[src/rtl/load_use_scoreboard.sv]
// Load-use hazard unit for the 5-stage SimpleRISC pipeline.
// Each load that leaves D takes a countdown entry for LOAD_LAT cycles.
// While any source register of the decode instruction matches a live
// entry, add_stall holds F/D and sends a bubble into E. A saturating
// counter records the number of stall cycles.
`timescale 1ns/1ps
module load_use_scoreboard #(
    parameter int REG_AW    = 4,
    parameter int LOAD_LAT  = 1,
    parameter int STORE_FWD = 1,
    parameter int CNT_W     = 16
) (
    input  logic                   clk,
    input  logic                   rst_n,
    input  logic [31:0]            instruction_D,
    input  logic                   valid_D,
    input  logic                   flush,
    input  logic                   cnt_clr,
    output logic                   add_stall,
    output logic [2**REG_AW-1:0]   pend_mask,
    output logic [CNT_W-1:0]       stall_cnt
);

    localparam int NREG = 2**REG_AW;
    localparam int LW   = $clog2(LOAD_LAT + 1);

    localparam logic [4:0] OP_ALU_LAST = 5'b01100;
    localparam logic [4:0] OP_NOT      = 5'b01000;
    localparam logic [4:0] OP_MOV      = 5'b01001;
    localparam logic [4:0] OP_NOP      = 5'b01101;
    localparam logic [4:0] OP_LD       = 5'b01110;
    localparam logic [4:0] OP_ST       = 5'b01111;
    localparam logic [4:0] OP_RET      = 5'b10100;

    localparam logic [LW-1:0]     CNT_ONE  = LW'(1);
    localparam logic [LW-1:0]     CNT_INIT = LW'(LOAD_LAT);
    localparam logic [CNT_W-1:0]  SCNT_ONE = {{(CNT_W-1){1'b0}}, 1'b1};
    localparam logic [CNT_W-1:0]  SCNT_MAX = {CNT_W{1'b1}};
    localparam logic [REG_AW-1:0] RA_REG   = {REG_AW{1'b1}};

    // One-hot decode of a register number into a register mask.
    function automatic logic [NREG-1:0] onehot_f(input logic [REG_AW-1:0] r);
        onehot_f = {{(NREG-1){1'b0}}, 1'b1} << r;
    endfunction

    // Instruction fields
    logic [4:0]        opcode_s;
    logic              imm_s;
    logic [REG_AW-1:0] rd_s;
    logic [REG_AW-1:0] rs1_s;
    logic [REG_AW-1:0] rs2_s;
    logic              unused_bits_s;

    assign opcode_s      = instruction_D[31:27];
    assign imm_s         = instruction_D[26];
    assign rd_s          = instruction_D[25 -: REG_AW];
    assign rs1_s         = instruction_D[25 - REG_AW -: REG_AW];
    assign rs2_s         = instruction_D[25 - 2*REG_AW -: REG_AW];
    assign unused_bits_s = ^instruction_D[25 - 3*REG_AW:0];

    // Source usage flags
    logic            use_rs1_s;
    logic            use_rs2_s;
    logic            use_rd_s;
    logic            use_ra_s;
    logic            is_ld_s;
    logic [NREG-1:0] src_mask_s;
    logic            add_stall_s;
    logic            alloc_s;

    // Scoreboard entries
    logic [LOAD_LAT-1:0]             busy_q;
    logic [LOAD_LAT-1:0]             busy_d;
    logic [LOAD_LAT-1:0][REG_AW-1:0] reg_q;
    logic [LOAD_LAT-1:0][REG_AW-1:0] reg_d;
    logic [LOAD_LAT-1:0][LW-1:0]     cnt_q;
    logic [LOAD_LAT-1:0][LW-1:0]     cnt_d;
    logic [LOAD_LAT-1:0]             grant_s;
    logic                            taken_s;
    logic [NREG-1:0]                 pend_mask_q;
    logic [NREG-1:0]                 pend_mask_d;
    logic [CNT_W-1:0]                stall_cnt_q;
    logic [CNT_W-1:0]                stall_cnt_d;

    // Decode which register fields the decode-stage instruction reads.
    always_comb begin
        use_rs1_s = 1'b0;
        use_rs2_s = 1'b0;
        use_rd_s  = 1'b0;
        use_ra_s  = 1'b0;
        is_ld_s   = 1'b0;
        case (opcode_s)
            OP_NOT, OP_MOV: begin
                use_rs2_s = ~imm_s;
            end
            OP_NOP: begin
                use_rs1_s = 1'b0;
            end
            OP_LD: begin
                use_rs1_s = 1'b1;
                is_ld_s   = 1'b1;
            end
            OP_ST: begin
                use_rs1_s = 1'b1;
                use_rd_s  = (STORE_FWD == 0) ? 1'b1 : 1'b0;
            end
            OP_RET: begin
                use_ra_s = 1'b1;
            end
            default: begin
                // Remaining ALU ops (cmp included) read rs1 and, unless immediate, rs2;
                // branches and undefined opcodes read nothing.
                if (opcode_s <= OP_ALU_LAST) begin
                    use_rs1_s = 1'b1;
                    use_rs2_s = ~imm_s;
                end else begin
                    use_rs1_s = 1'b0;
                end
            end
        endcase
    end

    // Build the read mask and compare it against the registered pending mask.
    always_comb begin
        src_mask_s = {NREG{1'b0}};
        if (use_rs1_s) src_mask_s = src_mask_s | onehot_f(rs1_s);
        else           src_mask_s = src_mask_s;
        if (use_rs2_s) src_mask_s = src_mask_s | onehot_f(rs2_s);
        else           src_mask_s = src_mask_s;
        if (use_rd_s)  src_mask_s = src_mask_s | onehot_f(rd_s);
        else           src_mask_s = src_mask_s;
        if (use_ra_s)  src_mask_s = src_mask_s | onehot_f(RA_REG);
        else           src_mask_s = src_mask_s;
        add_stall_s = valid_D & ~flush & (|(src_mask_s & pend_mask_q));
        alloc_s     = valid_D & ~flush & ~add_stall_s & is_ld_s;
    end

    // Pick the first entry that is free or retiring this edge for a new load.
    always_comb begin
        grant_s = {LOAD_LAT{1'b0}};
        taken_s = 1'b0;
        for (int i = 0; i < LOAD_LAT; i++) begin
            if (alloc_s && !taken_s && (!busy_q[i] || (cnt_q[i] == CNT_ONE))) begin
                grant_s[i] = 1'b1;
                taken_s    = 1'b1;
            end else begin
                taken_s = taken_s;
            end
        end
    end

    // Entry countdown, allocation and the next pending mask.
    always_comb begin
        busy_d      = busy_q;
        reg_d       = reg_q;
        cnt_d       = cnt_q;
        pend_mask_d = {NREG{1'b0}};
        for (int i = 0; i < LOAD_LAT; i++) begin
            if (grant_s[i]) begin
                busy_d[i] = 1'b1;
                reg_d[i]  = rd_s;
                cnt_d[i]  = CNT_INIT;
            end else if (busy_q[i]) begin
                busy_d[i] = (cnt_q[i] != CNT_ONE);
                cnt_d[i]  = cnt_q[i] - CNT_ONE;
            end else begin
                busy_d[i] = 1'b0;
            end
        end
        for (int i = 0; i < LOAD_LAT; i++) begin
            if (busy_d[i]) pend_mask_d = pend_mask_d | onehot_f(reg_d[i]);
            else           pend_mask_d = pend_mask_d;
        end
    end

    // Saturating stall counter; clear wins over increment.
    always_comb begin
        if (cnt_clr) begin
            stall_cnt_d = {CNT_W{1'b0}};
        end else if (add_stall_s && (stall_cnt_q != SCNT_MAX)) begin
            stall_cnt_d = stall_cnt_q + SCNT_ONE;
        end else begin
            stall_cnt_d = stall_cnt_q;
        end
    end

    // State registers.
    always_ff @(posedge clk or negedge rst_n) begin
        if (!rst_n) begin
            busy_q      <= {LOAD_LAT{1'b0}};
            reg_q       <= '0;
            cnt_q       <= '0;
            pend_mask_q <= {NREG{1'b0}};
            stall_cnt_q <= {CNT_W{1'b0}};
        end else begin
            busy_q      <= busy_d;
            reg_q       <= reg_d;
            cnt_q       <= cnt_d;
            pend_mask_q <= pend_mask_d;
            stall_cnt_q <= stall_cnt_d;
        end
    end

    assign add_stall = add_stall_s;
    assign pend_mask = pend_mask_q;
    assign stall_cnt = stall_cnt_q;

endmodule
[config.mk]
export PLATFORM = sky130hd
export DESIGN_NAME = load_use_scoreboard
export DESIGN_NICKNAME = d
export VERILOG_FILES = /design/src/rtl/load_use_scoreboard.sv
export SDC_FILE = /design/constraint.sdc
export NUM_CORES = 1
export LEC_CHECK = 0
export CAP_MARGIN = 20
export CORE_ASPECT_RATIO = 1.25
export CORE_UTILIZATION = 25
export CTS_CLUSTER_SIZE = 20
export DETAILED_ROUTE_END_ITERATION = 16
export HOLD_SLACK_MARGIN = 0.02
export PLACE_DENSITY = 0.6
export SLEW_MARGIN = 20
export SYNTH_ARGS = -nofsm -noshare
export SYNTH_HDL_FRONTEND = slang
export SYNTH_SLANG_ARGS = --single-unit
[constraint.sdc]
create_clock -name clk -period 2.9 [get_ports clk]
set_clock_uncertainty 0.2 [all_clocks]
set_input_delay 0.435 -clock clk [delete_from_list [all_inputs] [get_ports clk]]
set_output_delay 0.435 -clock clk [all_outputs]
set_load 0.005 [all_outputs]
# ---- Word-level counts from Yosys, hierarchy flattened
# Index checks and enable logic that the tools add are counted.
dict set report classes {
  add_sub_neg 2
  n_lt_le_gt_ge 1
  eq_ne 7
  n_shift 3
  n_mux 18
  n_bitwise 10
  n_reduce_logical 11
}
# cell count
set op_table {}
lappend op_table {{$mux W16} 6}
lappend op_table {{$shl A1 B4 Y16 const A} 3}
lappend op_table {{$eq A5 B4 Y1 const B} 5}
lappend op_table {{$add A16 B1 Y16 const B} 1}
lappend op_table {{$and A16 B16 Y16} 1}
lappend op_table {{$ne A16 B16 Y1 const B} 1}
lappend op_table {{$or A16 B16 Y16} 1}
lappend op_table {{$reduce_or A16 Y1} 1}
lappend op_table {{$mux W1} 9}
lappend op_table {{$reduce_or A4 Y1} 2}
lappend op_table {{$eq A5 B5 Y1 const B} 1}
lappend op_table {{$le A5 B4 Y1 const B} 1}
lappend op_table {{$and A1 B1 Y1} 4}
lappend op_table {{$mux W4} 1}
lappend op_table {{$not A1 Y1} 4}
lappend op_table {{$pmux W1 S2} 2}
lappend op_table {{$reduce_bool A2 Y1} 2}
lappend op_table {{$reduce_or A2 Y1} 2}
lappend op_table {{$logic_and A1 B1 Y1} 2}
lappend op_table {{$logic_not A1 Y1} 1}
lappend op_table {{$logic_or A1 B1 Y1} 1}
lappend op_table {{$sub A1 B1 Y1 const B} 1}
dict set report totals {
  ff_bits 38
  inputBits 37
  output_inout_bits 33
  word_cells 57
}

# ---- Depth between registers and ports, before layout
# Gate-level depths: netlist of the first run.
dict set report depth {
  word_depth 18
  mapped_depth 9
  ltp_nobuf 7
}

# ---- Worst setup path after synthesis of the first run
# Ideal clock, no wire load.
dict set report synth_timing {
  path_kind {input port to output port}
  start {input instruction_D[16]}
  end {output add_stall}
  arrival_ns 2.127
  required_ns 2.265
  setup_slack_ns 0.138
  stages 8
  n_path_buf 2
  cell_sequence {buf_2 > mux2_2 > a32oi_1 > o32ai_1 > or4_4 > o21ai_2 > buf_2 > inv_1}
}
dict set report synth_between {
  elab_chain_len 7
}
# item line_no
set synth_rtl {}
lappend synth_rtl {{from (decl)} 15} ;# input logic [31:0] instruction_D,
lappend synth_rtl {{$shl A1 B4 Y16} 43} ;# onehot_f = {{(NREG-1){1'b0}}, 1'b1} << r;
lappend synth_rtl {{$or A16 B16 Y16} 128} ;# if (use_rs2_s) src_mask_s = src_mask_s | onehot_f(rs2_s);
lappend synth_rtl {{$mux W16} 128}
lappend synth_rtl {{$mux W16} 132} ;# if (use_ra_s) src_mask_s = src_mask_s | onehot_f(RA_REG);
lappend synth_rtl {{$and A16 B16 Y16} 134} ;# add_stall_s = valid_D & ~flush & (|(src_mask_s & pend_mask_q));
lappend synth_rtl {{$reduce_or A16 Y1} 134}
lappend synth_rtl {{$and A1 B1 Y1} 134}
lappend synth_rtl {{to (decl)} 19} ;# output logic add_stall,
# No other way between the ends.

# ---- Worst setup path in the final report of the first run
dict set report layout_timing {
  start {input instruction_D[17]}
  end {register stall_cnt_q[8], in the netlist stall_cnt[8]}
}
dict set report layout_between {
  elab_chain_len 9
}
# item line_no
set layout_rtl {}
lappend layout_rtl {{$shl A1 B4 Y16} 43}
lappend layout_rtl {{$or A16 B16 Y16} 128}
lappend layout_rtl {{$mux W16} 128}
lappend layout_rtl {{$mux W16} 132}
lappend layout_rtl {{$and A16 B16 Y16} 134}
lappend layout_rtl {{$reduce_or A16 Y1} 134}
lappend layout_rtl {{$and A1 B1 Y1} 134}
lappend layout_rtl {{$logic_and A1 B1 Y1} 180} ;# end else if (add_stall_s && (stall_cnt_q != SCNT_MAX)) begin
lappend layout_rtl {{$reduce_bool A2 Y1 (no line)} -}
lappend layout_rtl {{to (signal assigned)} 194} ;# stall_cnt_q <= {CNT_W{1'b0}};
lappend layout_rtl {{to (signal assigned)} 200} ;# stall_cnt_q <= stall_cnt_d;
lappend layout_rtl {{to (decl)} 82} ;# logic [CNT_W-1:0] stall_cnt_q;
# No other way between the ends.
# A chain may end at the register's enable or synchronous reset.

==> metrics.yaml, run 1 <==
synthesis:
  synth_area_leaders: "dfrtp_1, mux2_2, nand2_1"
  ys_warn_count: 0
  netlist_area_um2: 2330
  synth.avg_cell_area_um2: 9.065
  synth_top_cell_by_area: "dfrtp_1"
  yosysTopAreaCellShare_pct: 40.82
  netlist_instances: 257
  synth-main-ff-cell: "dfrtp_1"
  ys_seq_area_share_pct: 40.82
  synth_nets: 295
  synthArstFlopShare_pct: 100.0
  synth_edf_count: 0
  ys_types: 46
  synth-seq-cells: 38
worst_setup_path:
  crit_fanout: 6
  ff2ff_path_depth: 8
  crit_required_ns: 2.87
  rrSetupSlack_ns: 0.19
  cp-end-kind: "register"
  cp_slowest_cell: "mux4_2"
  crit_family: "multiplexers"
  cp_num_cells: 9
  startpoint: "instruction_D[17]"
  crit_chain: "dlygate4sd2_1 > mux4_2 > nor3_1 > or4_4 > buf_4 > nor2_1 > buf_4 > nor4_1 > mux2_2"
  crit_type: "in2reg"
  cp.arrival_ns: 2.71
  rr_endpoint: "reg_q[1]"
  crit_path_max_incr_delay_ns: 0.55
  start_kind: "primary input"
  endpoint: "stall_cnt[8]"
  worst-path-buf-inv: 3
  cp_common_cell: "buf_4"
  rr_startpoint: "pend_mask[14]"
global_route:
  grt_usage_pct: 14.62
  grt_start_max_net_pins: 39
  antenna_found_initial: 0
  overflow: 0
  grt_pass1_vias: 2235
  grt_pass1_wl_mm: 10.92
timing:
  finalCriticalPeriod_ns: 2.743
  setup_violations: 0
  final_hold_viol_count: 0
  rsz0062_at_grt: "no"
  period_share_pct: 94.60
  drv_slew: 0
  tightest_slew_ns: 0.8355
  fmax_ghz: 0.3645
  fin_tns_setup_ns: 0
  max_slew_margin_pct: 44.30
detailed_routing:
  drc: 0
  firstDrtPassIters: 4
  drt-wirelength-per-cell_um: 14.63
  drt_iter0_markers: 173
  vias: 2302
  drt_wl_total_mm: 6.732
  ant_nets: 0
  routed_via_density: 5.004
floorplan:
  initial_core_util_pct: 25.67
  dieArea_um2: 9712
  io_pins: 70
  die_w_um: 88.35
  die_y_um: 109.9
  rows: 39
  core_um2: 9076
flow_run:
  drv_cap: 0
clock_tree:
  cts_hold_buf: 0
  cts_buffers: 5
  cts.sinks: 38
  clock_latency_ns: 0.28
  cts_tree: "built"
  clock_path_buffers: 2
  cts_root_buf: "clkbuf_16"
  clkTransAtPathRegs_ns: 0.06
  htree_num_levels: 2
placed_design:
  gp_congestion: 0.9714
  io_buffers: 55
  dp_hpwl_mm: 5.118
cells_and_area:
  syn_to_final_growth_pct: 45.11
  num-nets-final: 374
  diodes: 0
  layout-drive-gt1-share_pct: 18.69
pwr:
  max-vdd-ir-drop_mv: 0.2874
  power.density_nw_per_um2: 386.6
  power.total_mw: 1.307
  p_leak_nw: 1.325
run_status:
  status: "completed"
min_path:
  hp-class: "in2async"
==> state kept, by name (all words and copies together), names as in the netlist <==
signal,flops
pend_mask,16
busy_q,1
reg_q,4
stall_cnt,16
cnt_q,1
==> how the worst min path moves through the flow <==
stage                    endpoint  slack, ns  depth (start not counted)
finish              stall_cnt[10]       0.04                          1
global route        stall_cnt[10]       0.13                          1
CTS                  stall_cnt[8]       0.09                          1
detailed placement          cnt_q       0.31                          2
global placement            cnt_q       0.30                          2
floorplan                  busy_q      -0.06                          0
==> per-layer routing <==
| metal | up-vias | GRT usage [%] | part of all wire [%] |
|---|---|---|---|
| met5 | - | 0 | 0 |
| met4 | 0 | 7.028 | 2.6 |
| met3 | 11 | 2.102 | 5.6 |
| met2 | 69 | 26.32 | 52 |
| met1 | 1100 | 16.74 | 40 |
| li1 | 1122 | - | - |
==> report_power, final <==
part           leakage (nW)  internal, mW  switching, mW
Sequential            0.527         0.546         0.0174
Clock                0.0836         0.402          0.211
Combinational         0.715        0.0625         0.0679
Total                  1.32          1.01          0.296
==> logic make-up after synthesis <==
kind of cell             Yosys count  share of synthesized area [%]
AO/OA/AOI/OAI                     50                          13.53
AND/OR/NAND/NOR                  133                          32.28
buffers and inverters             14                          2.471
multiplexers                      21                          10.37
flip-flops                        38                          40.82
adder cells (fa/ha/maj)            1                         0.5370
==> through the flow <==
stage / worst slack, ns / hold WS, ns / cells / instance area (µm²) / utilization (%)
after floorplan: 0.1377 / -0.06059 / 257 / 2330 / -
after global placement: -0.4857 / 0.2993 / 449 / 3156 / 34.77
after detailed placement: -0.5370 / 0.3115 / 449 / 3156 / 34.77
after CTS: 0.02097 / 0.08550 / 458 / 3349 / 36.90
after global routing: 0.01863 / 0.1305 / 460 / 3381 / 37.25
final: 0.1567 / 0.03900 / 460 / 3381 / 37.25
==> area by class of cell <==
type / instances / area (µm²)
Clock buffer: 5 / 125.1
Clock inverter: 3 / 40.04
Fill cell: 943 / 5695
Inverter: 7 / 26.28
Multi-Input combinational cell: 205 / 1380
Sequential cell: 38 / 950.9
Tap cell: 123 / 153.9
Timing Repair Buffer: 79 / 704.4
==> worst register-to-register path: cells and delay by family, from the launching register on <==
kind / cells / cell delay (ns)
simple gates: 2 / 0.71
mux: 2 / 0.62
compound gates: 2 / 0.30
buf+inv: 2 / 0.36
flops: 1 / 0.40
==> cells in the final DEF (no fill, tap or decap), drive strengths merged, types with 2 or more instances in the layout <==
master	n
a21oi	9
nor3	5
nor2b	13
mux2i	5
dfrtp	38
or3	6
o211ai	2
mux2	15
o41ai	4
clkdlybuf4s50	40
nor4	8
o31ai	2
or4b	3
nand2	29
o21ai	20
buf	27
nand2b	10
or4	5
dlygate4sd2	11
nor2	17
nand3	19
clkinv	2
nand4	4
inv	7
and3	2
clkbuf	6
a32oi	2
a31oi	3
nand3b	7
==> repair_timing <==
item | CTS | global route
pin swaps | 6 | 4
gates resized for setup | 26 | 9
buffers inserted | 1 | 2
setup endpoints to repair | 29 | 1
cloned | 0 | 0
==> synthesized netlist by cell type (5+ instances only) <==
master,instances
dfrtp_1,38
inv_1,7
nand2b_1,10
nor2b_1,13
o21ai_0,19
a21oi_1,9
mux2_2,14
nor4_1,6
nand3_1,19
mux2i_1,5
nand2_1,29
nor3_1,5
nand3b_1,7
nor2_1,17
or3_1,6
No activity file was read; power rests on OpenSTA's default activity.
==> run 2, diff against run 1 <==
- GPL_TIMING_DRIVEN: unset -> 0
==> metrics.yaml, run 2 (same netlist as run 1, synthesis figures left out) <==
global_route:
  grt_pass1_wl_mm: 10.45  # -4.4%
  grt_start_max_net_pins: 34  # -13%
  overflow: 0  # unchanged
  grt_usage_pct: 13.88  # -0.74 points
  grt_pass1_vias: 2205  # -1.3%
  antenna_found_initial: 0  # unchanged
cells_and_area:
  syn_to_final_growth_pct: 45.70
  layout_commonest_cell: "clkdlybuf4s50_1"
  diodes: 0  # unchanged
  fin_util_pct: 37.40  # +0.15 points
  layout-drive-gt1-share_pct: 17.77  # -0.92 points
  layout_common_cells: "clkdlybuf4s50_1, dfrtp_1, nand2_1"
  fillerInstances: 940  # -0.32%
  num-nets-final: 369  # -1.3%
  final-instance-count-excl-fill: 455  # -1.1%
detailed_routing:
  firstDrtPassIters: 4  # unchanged
  routed_via_density: 5.160  # +3.1%
  drt_wl_total_mm: 6.712  # -0.30%
  vias: 2348  # +2.0%
  drc: 0  # unchanged
  drt_iter0_markers: 150  # -13%
  ant_nets: 0  # unchanged
  drt-wirelength-per-cell_um: 14.75  # +0.80%
timing:
  max_slew_margin_pct: 31.37  # -13 points
  setup_violations: 0  # unchanged
  fmax_ghz: 0.3475  # -4.7%
  tightest_slew_ns: 1.020  # +0.1845 ns
  period_share_pct: 99.24  # +4.6 points
  drv_slew: 0  # unchanged
  final_hold_viol_count: 0  # unchanged
  finalCriticalPeriod_ns: 2.878  # +0.1348 ns
pwr:
  max-vdd-ir-drop_mv: 0.2609  # -9.2%
  power.density_nw_per_um2: 414.1  # +7.1%
  combPwrFrac_pct: 8.9  # -1.1 points
  power_frac_seq_pct: 40.0  # -3.1 points
  p_int_mw: 1.098  # +8.7%
  p_leak_nw: 1.308  # -1.3%
  netSwitchingPower_uw: 307.2  # +3.7%
  p_sw_share_pct: 21.86  # -0.82 points
  clkPwrFrac_pct: 51.0  # +4.1 points
floorplan:
  initial_core_util_pct: 25.67  # unchanged
  dieArea_um2: 9712  # unchanged
  core_um2: 9076  # unchanged
  rows: 39  # unchanged
  die_w_um: 88.35  # unchanged
  io_pins: 70  # unchanged
  die_y_um: 109.9  # unchanged
min_path:
  hp-class: "in2async"
clock_tree:
  cts_buffers: 5  # unchanged
  cts_root_buf: "clkbuf_16"
  cts.sinks: 38  # unchanged
  clock_latency_ns: 0.28  # about the same
  clkTransAtPathRegs_ns: 0.06  # about the same
  htree_num_levels: 2  # unchanged
  cts_tree: "built"
  clock_path_buffers: 2  # unchanged
worst_setup_path:
  rr_endpoint: "reg_q[3]"
  ff2ff_path_depth: 9  # +1
  startpoint: "pend_mask[14]"
  crit_required_ns: 2.27  # -0.60 ns
  crit_chain: "mux2_4 > a32oi_2 > o32ai_2 > or4_4 > o21ai_4 > buf_6 > inv_1 > clkbuf_2"
  crit_path_max_incr_delay_ns: 0.53  # -0.02 ns
  crit_family: "simple AND/OR/NAND/NOR gates"
  start_kind: "register"
  crit_fanout: 2  # -4
  rr_startpoint: "pend_mask[14]"
  cp.arrival_ns: 2.24  # -0.47 ns
  crit_type: "reg2out"
  cp-end-kind: "output pin"
  rrSetupSlack_ns: 0.14  # -0.05 ns
  worst-path-buf-inv: 3  # unchanged
  cp_slowest_cell: "or4_4"
placed_design:
  io_buffers: 52  # -5.5%
  dp_cells: 433  # -3.6%
  dp_hpwl_mm: 4.814  # -5.9%
  gp_congestion: 0.8887  # -8.5%
flow_run:
  drv_cap: 0  # unchanged
run_status:
  status: "completed"
[run 2: worst register-to-register path, delay by kind of cell, from the launching register on]
family / cells / cell delay (ns)
multiplexers: 2 / 0.60
AO/OA/AOI/OAI: 2 / 0.35
flip-flops: 1 / 0.38
buffers and inverters: 3 / 0.48
AND/OR/NAND/NOR: 2 / 0.64
[run 2: layout make-up]
| class | count | area [µm²] | area share (%) |
|---|---|---|---|
| Clock buffer | 5 | 125.1 | 3.686 |
| Multi-Input combinational cell | 205 | 1399 | 41.21 |
| Tap cell | 123 | 153.9 | 4.534 |
| Sequential cell | 38 | 950.9 | 28.01 |
| Buffer | 7 | 41.29 | 1.216 |
| Clock inverter | 3 | 68.82 | 2.027 |
| Inverter | 7 | 26.28 | 0.7740 |
| Timing Repair Buffer | 67 | 629.4 | 18.54 |
[run 2: timing repair]
item / CTS / global route
endpoints found under the hold margin: 5 / 0
pin swaps: 7 / 5
setup endpoints to repair: 37 / 22
setup buffers: 7 / 6
gates resized for setup: 32 / 8
hold buffers: 1 / 0
[run 2: power by group through the flow]
stage | Sequential, mW | Clock, mW | Combinational (mW)
final | 0.563 | 0.717 | 0.125
after global routing | 0.564 | 0.747 | 0.139
after CTS | 0.563 | 0.728 | 0.123
after detailed placement | 0.572 | 0 | 0.120
after global placement | 0.571 | 0 | 0.115
after floorplan | 0.568 | 0 | 0.0577
[run 2: worst max path at each step]
stage / to / depth (start not counted) / slack [ns]
final: add_stall / 8 / 0.02
after global placement: add_stall / 9 / -1.08
after global routing: add_stall / 8 / -0.07
after detailed placement: add_stall / 9 / -1.10
after CTS: pend_mask[15] / 8 / 0.03
after floorplan: add_stall / 8 / 0.14
[run 2: routing by layer]
layer / GRT usage (%) / part of all wire [%] / vias to the layer above
li1: - / - / 1105
met1: 16.15 / 41 / 1124
met2: 24.73 / 51 / 100
met5: 0 / 0 / -
met3: 1.802 / 5.2 / 19
met4: 6.912 / 2.8 / 0
[run 2: through the flow]
stage / hold WS (ns) / setup slack (ns) / power, mW / cell area, µm² / setup TNS [ns]
after floorplan: -0.06059 / 0.1377 / 0.6261 / 2330 / 0
after global routing: 0.3621 / -0.06857 / 1.451 / 3395 / -0.06857
final: 0.3232 / 0.02191 / 1.406 / 3395 / 0
after detailed placement: 0.08748 / -1.100 / 0.6925 / 3019 / -20.66
after global placement: 0.2986 / -1.080 / 0.6860 / 3004 / -19.59
after CTS: 0.3301 / 0.03002 / 1.415 / 3326 / 0
